$ cat src/rtl/run_monitor_pkg.sv
// Shared definitions for the run_monitor slice: FSM state encoding,
// default mailbox constants and the sticky result-flag bundle.
package run_monitor_pkg;

    localparam logic [1:0] ST_IDLE = 2'd0;
    localparam logic [1:0] ST_HOLD = 2'd1;
    localparam logic [1:0] ST_RUN  = 2'd2;
    localparam logic [1:0] ST_DONE = 2'd3;

    localparam logic [31:0] MAILBOX_ADDR_DEF = 32'h0000_00FC;
    localparam logic [31:0] PASS_VAL_DEF     = 32'h0000_0001;

    typedef struct packed {
        logic pass;
        logic fail;
        logic hang;
        logic timeout;
    } flags_t;

    localparam flags_t FLAGS_CLEAR = 4'b0000;

endpackage

$ cat src/rtl/run_monitor_if.sv
// Core-side bus between a MIPS core and its run monitor: fetch pc,
// data-memory store port, and the monitor-driven core reset.
interface run_monitor_if #(
    parameter int ADDR_W = 32,
    parameter int DATA_W = 32
);
    logic [ADDR_W-1:0] pc;
    logic              memwrite;
    logic [ADDR_W-1:0] aluout;
    logic [DATA_W-1:0] writedata;
    logic              core_reset;

    modport master (
        output pc,
        output memwrite,
        output aluout,
        output writedata,
        input  core_reset
    );

    modport slave (
        input  pc,
        input  memwrite,
        input  aluout,
        input  writedata,
        output core_reset
    );
endinterface

$ cat src/rtl/pc_stall_detector.sv
// Flags a core whose pc has stayed at one value for STALL_LIMIT consecutive
// enabled samples; the stall output is a single-cycle pulse on that sample.
module pc_stall_detector #(
    parameter int ADDR_W      = 32,
    parameter int STALL_LIMIT = 8
) (
    input  logic              clk,
    input  logic              reset,
    input  logic              clear,
    input  logic              enable,
    input  logic [ADDR_W-1:0] pc,
    output logic              stall
);

    localparam int SW = (STALL_LIMIT > 2) ? $clog2(STALL_LIMIT) : 1;
    localparam logic [SW-1:0] CNT_FIRE = SW'(STALL_LIMIT - 2);
    localparam logic [SW-1:0] CNT_SAT  = SW'(STALL_LIMIT - 1);
    localparam logic [SW-1:0] CNT_ONE  = {{(SW-1){1'b0}}, 1'b1};

    logic [ADDR_W-1:0] prev_pc_r;
    logic              prev_valid_r;
    logic [SW-1:0]     cnt_r;
    logic              same_s;

    // The first sample after a clear has no predecessor, so it never counts as a repeat.
    assign same_s = prev_valid_r && (pc == prev_pc_r);
    assign stall  = enable && same_s && (cnt_r == CNT_FIRE);

    // Previous-pc register and saturating repeat counter.
    always_ff @(posedge clk or negedge reset) begin
        if (!reset) begin
            prev_pc_r    <= '0;
            prev_valid_r <= 1'b0;
            cnt_r        <= '0;
        end else if (clear) begin
            prev_pc_r    <= '0;
            prev_valid_r <= 1'b0;
            cnt_r        <= '0;
        end else if (enable) begin
            prev_pc_r    <= pc;
            prev_valid_r <= 1'b1;
            if (same_s) begin
                cnt_r <= (cnt_r == CNT_SAT) ? cnt_r : cnt_r + CNT_ONE;
            end else begin
                cnt_r <= '0;
            end
        end else begin
            prev_pc_r    <= prev_pc_r;
            prev_valid_r <= prev_valid_r;
            cnt_r        <= cnt_r;
        end
    end

endmodule

$ cat src/rtl/run_monitor.sv
// Run controller for a MIPS core: holds the core in reset after start, then
// watches for a mailbox store, a hung pc or an exhausted cycle budget.
module run_monitor
    import run_monitor_pkg::*;
#(
    parameter int ADDR_W      = 32,
    parameter int DATA_W      = 32,
    parameter int CNT_W       = 16,
    parameter int MAX_CYCLES  = 100,
    parameter int HOLD_CYCLES = 2,
    parameter int STALL_LIMIT = 8,
    parameter logic [ADDR_W-1:0] MAILBOX_ADDR = ADDR_W'(MAILBOX_ADDR_DEF),
    parameter logic [DATA_W-1:0] PASS_VAL     = DATA_W'(PASS_VAL_DEF)
) (
    input  logic              clk,
    input  logic              reset,
    input  logic              start,
    run_monitor_if.slave      core,
    output logic              running,
    output logic              done,
    output logic              pass,
    output logic              fail,
    output logic              hang,
    output logic              timeout,
    output logic [CNT_W-1:0]  cycle_count,
    output logic [ADDR_W-1:0] end_pc
);

    generate
        if (MAX_CYCLES < 1 || (MAX_CYCLES >> CNT_W) != 0 ||
            HOLD_CYCLES < 1 || STALL_LIMIT < 2) begin : g_bad_params
            $error("run_monitor: illegal MAX_CYCLES/CNT_W/HOLD_CYCLES/STALL_LIMIT combination");
        end
    endgenerate

    localparam int HOLD_W = $clog2(HOLD_CYCLES + 1);
    localparam logic [HOLD_W-1:0] HOLD_LOAD = HOLD_W'(HOLD_CYCLES - 1);
    localparam logic [HOLD_W-1:0] HOLD_ONE  = {{(HOLD_W-1){1'b0}}, 1'b1};
    localparam logic [CNT_W-1:0]  MAX_CNT   = CNT_W'(MAX_CYCLES);
    localparam logic [CNT_W-1:0]  CNT_ONE   = {{(CNT_W-1){1'b0}}, 1'b1};

    logic [1:0]        state_r, state_s;
    logic [HOLD_W-1:0] hold_cnt_r, hold_cnt_s;
    logic [CNT_W-1:0]  count_r, count_s;
    logic [ADDR_W-1:0] end_pc_r, end_pc_s;
    flags_t            flags_r, flags_s;
    logic              core_reset_r;
    logic              running_r;
    logic              done_r;
    logic              mailbox_hit_s;
    logic              in_run_s;
    logic              stall_s;

    assign in_run_s      = (state_r == ST_RUN);
    assign mailbox_hit_s = core.memwrite && (core.aluout == MAILBOX_ADDR);

    pc_stall_detector #(
        .ADDR_W      (ADDR_W),
        .STALL_LIMIT (STALL_LIMIT)
    ) u_stall (
        .clk    (clk),
        .reset  (reset),
        .clear  (!in_run_s),
        .enable (in_run_s),
        .pc     (core.pc),
        .stall  (stall_s)
    );

    // Next-state logic; terminating events in RUN are resolved mailbox > hang > timeout.
    always_comb begin
        state_s    = state_r;
        hold_cnt_s = hold_cnt_r;
        count_s    = count_r;
        end_pc_s   = end_pc_r;
        flags_s    = flags_r;
        case (state_r)
            ST_IDLE, ST_DONE: begin
                if (start) begin
                    state_s    = ST_HOLD;
                    hold_cnt_s = HOLD_LOAD;
                    count_s    = '0;
                    end_pc_s   = '0;
                    flags_s    = FLAGS_CLEAR;
                end else begin
                    state_s = state_r;
                end
            end
            ST_HOLD: begin
                if (hold_cnt_r == '0) begin
                    state_s = ST_RUN;
                    count_s = CNT_ONE;
                end else begin
                    hold_cnt_s = hold_cnt_r - HOLD_ONE;
                end
            end
            ST_RUN: begin
                if (mailbox_hit_s) begin
                    flags_s.pass = (core.writedata == PASS_VAL);
                    flags_s.fail = (core.writedata != PASS_VAL);
                    end_pc_s     = core.pc;
                    state_s      = ST_DONE;
                end else if (stall_s) begin
                    flags_s.hang = 1'b1;
                    end_pc_s     = core.pc;
                    state_s      = ST_DONE;
                end else if (count_r == MAX_CNT) begin
                    flags_s.timeout = 1'b1;
                    end_pc_s        = core.pc;
                    state_s         = ST_DONE;
                end else begin
                    count_s = count_r + CNT_ONE;
                end
            end
            default: begin
                state_s = ST_IDLE;
            end
        endcase
    end

    // State and registered outputs; the core is held in reset everywhere except RUN.
    always_ff @(posedge clk or negedge reset) begin
        if (!reset) begin
            state_r      <= ST_IDLE;
            hold_cnt_r   <= '0;
            count_r      <= '0;
            end_pc_r     <= '0;
            flags_r      <= FLAGS_CLEAR;
            core_reset_r <= 1'b1;
            running_r    <= 1'b0;
            done_r       <= 1'b0;
        end else begin
            state_r      <= state_s;
            hold_cnt_r   <= hold_cnt_s;
            count_r      <= count_s;
            end_pc_r     <= end_pc_s;
            flags_r      <= flags_s;
            core_reset_r <= (state_s != ST_RUN);
            running_r    <= (state_s == ST_RUN);
            done_r       <= (state_s == ST_DONE);
        end
    end

    assign core.core_reset = core_reset_r;
    assign running         = running_r;
    assign done            = done_r;
    assign pass            = flags_r.pass;
    assign fail            = flags_r.fail;
    assign hang            = flags_r.hang;
    assign timeout         = flags_r.timeout;
    assign cycle_count     = count_r;
    assign end_pc          = end_pc_r;

endmodule

$ cat src/flat_wrapper.sv
// flat-port wrapper written by rule: the top's interface ports become plain ports
module run_monitor_flat import run_monitor_pkg::*;
#(
    parameter int ADDR_W      = 32,
    parameter int DATA_W      = 32,
    parameter int CNT_W       = 16,
    parameter int MAX_CYCLES  = 100,
    parameter int HOLD_CYCLES = 2,
    parameter int STALL_LIMIT = 8,
    parameter logic [ADDR_W-1:0] MAILBOX_ADDR = ADDR_W'(MAILBOX_ADDR_DEF),
    parameter logic [DATA_W-1:0] PASS_VAL     = DATA_W'(PASS_VAL_DEF)
)
  (clk, reset, start, running, done, pass, fail, hang, timeout, cycle_count, end_pc, core_pc, core_memwrite, core_aluout, core_writedata, core_core_reset);
  run_monitor_if #(.ADDR_W(ADDR_W), .DATA_W(DATA_W)) core_i ();
  input  logic clk;
  input  logic reset;
  input  logic start;
  output logic running;
  output logic done;
  output logic pass;
  output logic fail;
  output logic hang;
  output logic timeout;
  output logic [CNT_W-1:0] cycle_count;
  output logic [ADDR_W-1:0] end_pc;
  input wire logic [$bits(core_i.pc)-1:0] core_pc;
  input wire logic [$bits(core_i.memwrite)-1:0] core_memwrite;
  input wire logic [$bits(core_i.aluout)-1:0] core_aluout;
  input wire logic [$bits(core_i.writedata)-1:0] core_writedata;
  output wire logic [$bits(core_i.core_reset)-1:0] core_core_reset;
  assign core_i.pc = core_pc;
  assign core_i.memwrite = core_memwrite;
  assign core_i.aluout = core_aluout;
  assign core_i.writedata = core_writedata;
  assign core_core_reset = core_i.core_reset;
  run_monitor #(.ADDR_W(ADDR_W), .DATA_W(DATA_W), .CNT_W(CNT_W), .MAX_CYCLES(MAX_CYCLES), .HOLD_CYCLES(HOLD_CYCLES), .STALL_LIMIT(STALL_LIMIT), .MAILBOX_ADDR(MAILBOX_ADDR), .PASS_VAL(PASS_VAL)) u_core (.clk(clk), .reset(reset), .start(start), .core(core_i), .running(running), .done(done), .pass(pass), .fail(fail), .hang(hang), .timeout(timeout), .cycle_count(cycle_count), .end_pc(end_pc));
endmodule
$ cat config.mk
export PLATFORM = sky130hd
export DESIGN_NAME = run_monitor_flat
export DESIGN_NICKNAME = d
export VERILOG_FILES = /design/src/rtl/run_monitor_pkg.sv /design/src/rtl/run_monitor_if.sv /design/src/rtl/pc_stall_detector.sv /design/src/rtl/run_monitor.sv /design/src/flat_wrapper.sv
export SDC_FILE = /design/constraint.sdc
export NUM_CORES = 1
export LEC_CHECK = 0
export CORE_MARGIN = 3
export CORE_UTILIZATION = 46
export DETAILED_ROUTE_END_ITERATION = 8
export PLACE_DENSITY = 0.76
export RECOVER_POWER = 50
export REMOVE_ABC_BUFFERS = 1
export SLEW_MARGIN = 20
export SYNTH_ARGS = -nofsm -noshare
export SYNTH_HDL_FRONTEND = slang
export SYNTH_SLANG_ARGS = --single-unit
$ cat constraint.sdc
create_clock -name clk -period 3.15 [get_ports clk]
set_input_delay 0.63 -clock clk [delete_from_list [all_inputs] [get_ports clk]]
set_output_delay 0.63 -clock clk [all_outputs]
set_load 0.05 [all_outputs]
==> impl_metrics.tcl, run 1 <==
set metrics [dict create \
    final_max_slew_viol_count 96 \
    fillCellCount 745 \
    grt_setup_unrepaired "false" \
    ios 155 \
    ys_seq_area_frac 0.507 \
    setup_viol 0 \
    ys_async_sr_fraction 1.00 \
    clk_pin_slew_ps 90 \
    ys_types 58 \
    place_congestion 0.837 \
    fin_crit_ps 2940 \
    synthFlopType "dfrtp_1" \
    stdcell_area_um2 6820 \
    final_layout_size_suffix_gt1_frac 0.0993 \
    drc 0 \
    placed_cells 731 \
    crit_path_start_kind "primary input" \
    overflow 0 \
    final-hold-violation-count 0 \
    rows 36 \
    grt_max_degree 96 \
    end_kind "flop" \
    fin_util 0.691 \
    crit_required_ps 3410 \
    post-dp-hpwl_um 9470 \
    htreeDepth 3 \
    antennaDiodeCount 0 \
    max_cap_violations 1 \
    ant_nets 0 \
    criticalPathCategory "in2reg" \
    nNetsFinal 717 \
    syn_inst 430 \
    worstMarginPinSlew_ps 2240 \
    cts.repair.resized 0 \
    vias_per_cell 5.43 \
    cts.sinks 95 \
    dp_slack_ps -174 \
    clockBufferDepth 2 \
    drtIter0Drc 180 \
    finalCritPeriodShare 0.933 \
    dieArea_um2 11400 \
    yosysWarnings 0 \
    postPlaceCellArea_um2 6610 \
    ctsHoldBuffers 0 \
    whs_ps 501 \
    vias 4056 \
    antenna_found_initial 0 \
    run_status "complete, but fails checks" \
    ys_top_cells_by_area "dfrtp_1, a22o_1, and2_1, xnor2_1, o31ai_1" \
    vdd_drop_max_mv 0.352 \
    netlist_area_um2 4690 \
    clk_latency_ps 360 \
    synth-seq-cells 95 \
    crit_arrival_ps 3190 \
    fp.dieW_um 107 \
    cts_tree "yes" \
    routedWlPerCell_um 17.0 \
    setup_tns_ps 0 \
    synth_top_area_cell "dfrtp_1" \
    syn_avg_cell_area_um2 10.9 \
    cts_buffers 9 \
    power_mw 3.54 \
    hold_class "reg2reg" \
    failed_checks "capacitance limit, slew limit" \
    stdcell_count 747 \
    numPortBuffers 154 \
    drtPass1Iterations 4 \
    initial_core_util 0.476 \
    area_growth_pct 45.4 \
    worst_slack_ps 213 \
    p_leak_nw 3.00 \
    coreArea_um2 9860 \
    grt_pass1_wl_um 21200 \
    post_cts_buffers 0 \
    cts_root_buf "clkbuf_8" \
    finClkSkew_ps 13.5 \
    slew_headroom -0.495 \
    power.density_nw_per_um2 520 \
    synth_top_area_share 0.501 \
    track_usage 0.235 \
    fmax_mhz 340 \
    grt_pass1_vias 4276 \
    wl_um 12700 \
    die_height_um 107 \
    synth-edff-count 0 \
    crit_fanout 26 \
]
==> metal layers <==
layer / up-vias / share of wire / GRT usage
met2: 101 / 0.49 / 0.379
li1: 1950 / - / -
met1: 1984 / 0.44 / 0.315
met5: - / 0 / 0
met4: 0 / 0.024 / 0.0932
met3: 21 / 0.044 / 0.0421
==> layout by cell type, fill, tap and decap left out, types with 3 or more instances in the layout <==
master           count
inv_1               13
a22o_1              32
buf_4               30
o31ai_1             21
nor2b_1              4
dfrtp_1             94
and4_1               4
buf_12               4
o211ai_1             3
or3_1                4
nand2b_1             9
and2_1              27
nand4_1             16
nor3_1               5
xor2_1              12
or4_1                5
a21oi_1              7
clkdlybuf4s50_1    153
nor2_1              17
nand3_1              8
clkbuf_8            10
o21ai_0              4
nand2_1             20
mux2i_1              4
xnor2_1             19
and2_0               5
and3_1               5
nor4b_1              6
a31oi_1              4
ha_1                 8
nor4_1              13
o21ai_1              9
==> registers in the layout, indices dropped and copies added, names as in the netlist <==
name                         flops
u_core.pass                      1
u_core.u_stall.cnt_r             3
u_core.u_stall.prev_pc_r        32
u_core.hang                      1
u_core.end_pc                   32
u_core.hold_cnt_r                2
u_core.core.core_reset           1
u_core.fail                      1
u_core.running                   1
u_core.done                      1
u_core.timeout                   1
u_core.u_stall.prev_valid_r      1
u_core.state_r                   2
u_core.cycle_count              16
==> final cells by class <==
cell class                 count  area, um2  share of cell area
clock inverter                 6       90.1              0.0132
clock buffer                  10        138              0.0202
sequential                    95       2380               0.349
timing repair buffer         189       1850               0.271
tap                          133        166              0.0244
inverter                      14       52.6             0.00771
multi-input combinational    300       2150               0.315
==> Yosys cell counts (3+ instances only) <==
library cell	count
dfrtp_1	94
or4_1	5
xnor2_1	19
o21ai_1	9
and2_1	32
nand2b_1	9
nand4_1	16
a21oi_1	7
and4_1	4
o211ai_1	3
o31ai_1	21
a31oi_1	4
clkbuf_1	12
inv_1	13
buf_6	6
mux2i_1	4
or3_1	4
o21ai_0	4
nor2_1	17
a22o_1	32
ha_1	8
nor2b_1	4
nor4b_1	6
xor2_1	12
nand2_1	20
and3_1	5
nor3_1	5
nor4_1	13
nand3_1	8
==> power breakdown <==
| part | switching, mW | leakage (nW) | total [mW] | internal [mW] |
|---|---|---|---|---|
| registers | 0.0551 | 1.31 | 1.38 | 1.33 |
| clock network | 0.441 | 0.113 | 0.915 | 0.473 |
| logic | 0.698 | 1.57 | 1.25 | 0.549 |
| total | 1.19 | 3.00 | 3.54 | 2.35 |
==> final timing paths <==
kind / slack (ps) / cells after the start / from / endpoint
worst max-delay path: 210 / 8 / core_pc[3] / u_core.end_pc[3]
worst min-delay path: 500 / 1 / u_core.pass / u_core.pass
worst max register to register: 540 / 7 / u_core.u_stall.prev_pc_r[3] / u_core.end_pc[3]
worst min register to register: 500 / 1 / u_core.pass / u_core.pass
max in group asynchronous: 810 / 2 / reset / u_core.end_pc[31]
min in group asynchronous: 1040 / 2 / reset / u_core.running
==> cell families after synthesis <==
family                     after synthesis  synth area share
xor gates and xnor gates                31            0.0579
buffers and inverters                   35            0.0381
DFF                                     95             0.507
and+or+nand+nor                        160             0.209
muxes                                    5            0.0109
AOI/OAI and AO/OA                       96             0.156
adders and majority gates                8            0.0213
==> critical path: stages <==
cell and delay [ps]:
clkdlybuf4s50_1 450, xor2_1 190, or4_1 530, or4_4 570, nor3_4 230, o41ai_4 130, buf_12 200, a22o_1 240
(Power assumes the default switching activity.)
==> run 2, diff against run 1 <==
--- a/config.mk
+++ b/config.mk
@@ -5,13 +5,14 @@
 export SDC_FILE = /design/constraint.sdc
 export NUM_CORES = 1
 export LEC_CHECK = 0
+export CORE_ASPECT_RATIO = 1.2
 export CORE_MARGIN = 3
 export CORE_UTILIZATION = 46
 export DETAILED_ROUTE_END_ITERATION = 8
+export MAX_ROUTING_LAYER = met4
 export PLACE_DENSITY = 0.76
 export RECOVER_POWER = 50
 export REMOVE_ABC_BUFFERS = 1
-export SLEW_MARGIN = 20
 export SYNTH_ARGS = -nofsm -noshare
 export SYNTH_HDL_FRONTEND = slang
 export SYNTH_SLANG_ARGS = --single-unit
==> run 2 against run 1 <==
Against the previous run:
- the run still ends with capacitance limit, slew limit left
- sequential power about the same
- first-iteration DRC count grew 11%
- flip-flop and latch count is the same
- clock power increased by 23%
- clock-buffer cell count fell by 1
- sequential share of layout area barely moved
- global-route usage up 0.96 points
- combinational power barely moved
- largest power group unchanged
==> impl_metrics.tcl, run 2 (same netlist as run 1, synthesis figures left out) <==
set metrics [dict create \
    ctsHoldBuffers 0 \
    ff_latch_area_um2 2380 \
    wl_um 13200 \
    htreeDepth 3 \
    fillCellCount 762 \
    end_kind "flop" \
    run_status "complete, but fails checks" \
    vdd_drop_max_mv 0.283 \
    die_height_um 117 \
    crit_path_start_kind "primary input" \
    track_usage 0.244 \
    setup_viol 0 \
    max_cap_violations 1 \
    cts.sinks 95 \
    post-dp-hpwl_um 9880 \
    final_cell_mix "clkdlybuf4s50_1, dfrtp_1, a22o_1" \
    place_congestion 0.875 \
    combPwrFrac 0.331 \
    dp_slack_ps -134 \
    antenna_found_initial 0 \
    hold_class "reg2reg" \
    coreArea_um2 9710 \
    grt_pass1_wl_um 21900 \
    fp.dieW_um 98.2 \
    worst_slack_ps 200 \
    drc 0 \
    grt_max_degree 52 \
    fin_util 0.702 \
    post_cts_buffers 0 \
    final_max_slew_viol_count 45 \
    crit_fanout 9 \
    whs_ps 500 \
    crit_required_ps 3380 \
    reg2reg_depth 8 \
    drtPass1Iterations 4 \
    worstMarginPinSlew_ps 2400 \
    finClkSkew_ps 8.18 \
    cts_buffers 9 \
    clockBufferDepth 2 \
    ant_nets 0 \
    dieArea_um2 11500 \
    cts.repair.resized 0 \
    layout_commonest_cell "clkdlybuf4s50_1" \
    switchingPower_mw 1.26 \
    finalCritPeriodShare 0.937 \
    p_sw_frac 0.336 \
    ios 155 \
    p_seq_frac 0.368 \
    vias_per_cell 5.63 \
    criticalPathCategory "in2reg" \
    failed_checks "capacitance limit, slew limit" \
    drtIter0Drc 199 \
    final_layout_size_suffix_gt1_frac 0.0793 \
    final-hold-violation-count 0 \
    crit_arrival_ps 3180 \
    critical_path.cell_chain "clkdlybuf4s50_1 -> xor2_1 -> or4_1 -> or4_4 -> nor3_4 -> o41ai_4 -> buf_4 -> a22o_1" \
    p_leak_nw 2.98 \
    r2r_setup_slack_ps 560 \
    p_clk_frac 0.301 \
    critPathSlowestCell "or4_4" \
    min_path_cells 1 \
    numPortBuffers 154 \
    nNetsFinal 708 \
    power.density_nw_per_um2 552 \
    antennaDiodeCount 0 \
    grt_pass1_vias 4407 \
    cts_tree "yes" \
    routedWlPerCell_um 18.1 \
    overflow 0 \
    multiInputGateArea_um2 2150 \
    grt_setup_unrepaired "false" \
    vias 4100 \
    initial_core_util 0.483 \
    area_growth_pct 45.3 \
    cts_root_buf "clkbuf_16" \
    p_int_mw 2.50 \
    clk_pin_slew_ps 70 \
    rows 39 \
    cp_slowest_stage_delay_ps 560 \
    clk_latency_ps 340 \
    fmax_mhz 339 \
    slew_headroom -0.600 \
    fin_crit_ps 2950 \
]
-- run 2: changes by cell type in the layout (fill, tap and decap cells not counted), moves of 4 or more --
cell       previous run  this run
and2_0                5         9
and2_1               27        23
buf_4                30        20
clkbuf_16             0         9
clkbuf_8             10         0
-- run 2: layout make-up --
| class | instances | area share |
|---|---|---|
| clock inverter | 7 | 0.0130 |
| clock buffer | 9 | 0.0330 |
| tap | 123 | 0.0226 |
| inverter | 14 | 0.00771 |
| timing repair buffer | 180 | 0.260 |
| sequential | 95 | 0.349 |
| multi-input combinational | 300 | 0.315 |
-- run 2: routing by layer --
metal	GRT usage	vias to the layer above	wire length (um)
met3	0.0424	21	656
met5	-	-	0
met4	0.0656	0	266
met2	0.413	139	6730
met1	0.306	2003	5510
li1	-	1937	-
-- run 2: path summary, 6_finish.rpt --
path | start | end
setup / recovery | core_pc[18] | u_core.end_pc[27]
hold / removal | u_core.pass | u_core.pass
setup reg to reg | u_core.state_r[0] | u_core.done
hold reg to reg | u_core.pass | u_core.pass
max in group asynchronous | reset | u_core.u_stall.prev_pc_r[10]
min in group asynchronous | reset | u_core.state_r[1]
-- run 2: per-stage QoR --
stage	instance area, um2	std cells	TNS, ps	total power [mW]
after detailed placement	6520	712	-4060	2.66
after floorplan	4570	409	-2880	2.11
final	6820	728	0	3.77
after global routing	6820	728	0	3.97
after CTS	6830	728	0	3.80
after global placement	6520	712	-2400	2.62
-- run 2: critical path: cells and delay by family --
kind	cells	cell delay [ps]
AO/OA/AOI/OAI	2	370
XOR/XNOR	1	180
buffers and inverters	2	660
AND/OR/NAND/NOR	3	1330
-- run 2: power groups by stage --
stage | combinational, mW | clock (mW) | sequential, mW
floorplan | 0.651 | 0 | 1.46
global placement | 1.22 | 0 | 1.41
detailed placement | 1.25 | 0 | 1.41
CTS | 1.26 | 1.15 | 1.39
global route | 1.37 | 1.21 | 1.40
finish | 1.25 | 1.13 | 1.39
==> run 3, diff against run 2 <==
--- a/config.mk
+++ b/config.mk
@@ -5,6 +5,7 @@
 export SDC_FILE = /design/constraint.sdc
 export NUM_CORES = 1
 export LEC_CHECK = 0
+export CAP_MARGIN = 5
 export CORE_ASPECT_RATIO = 1.2
 export CORE_MARGIN = 3
 export CORE_UTILIZATION = 46
==> results of run 3 <==
Same layout as run 2: the final DEF is identical, and so are final timing and power.
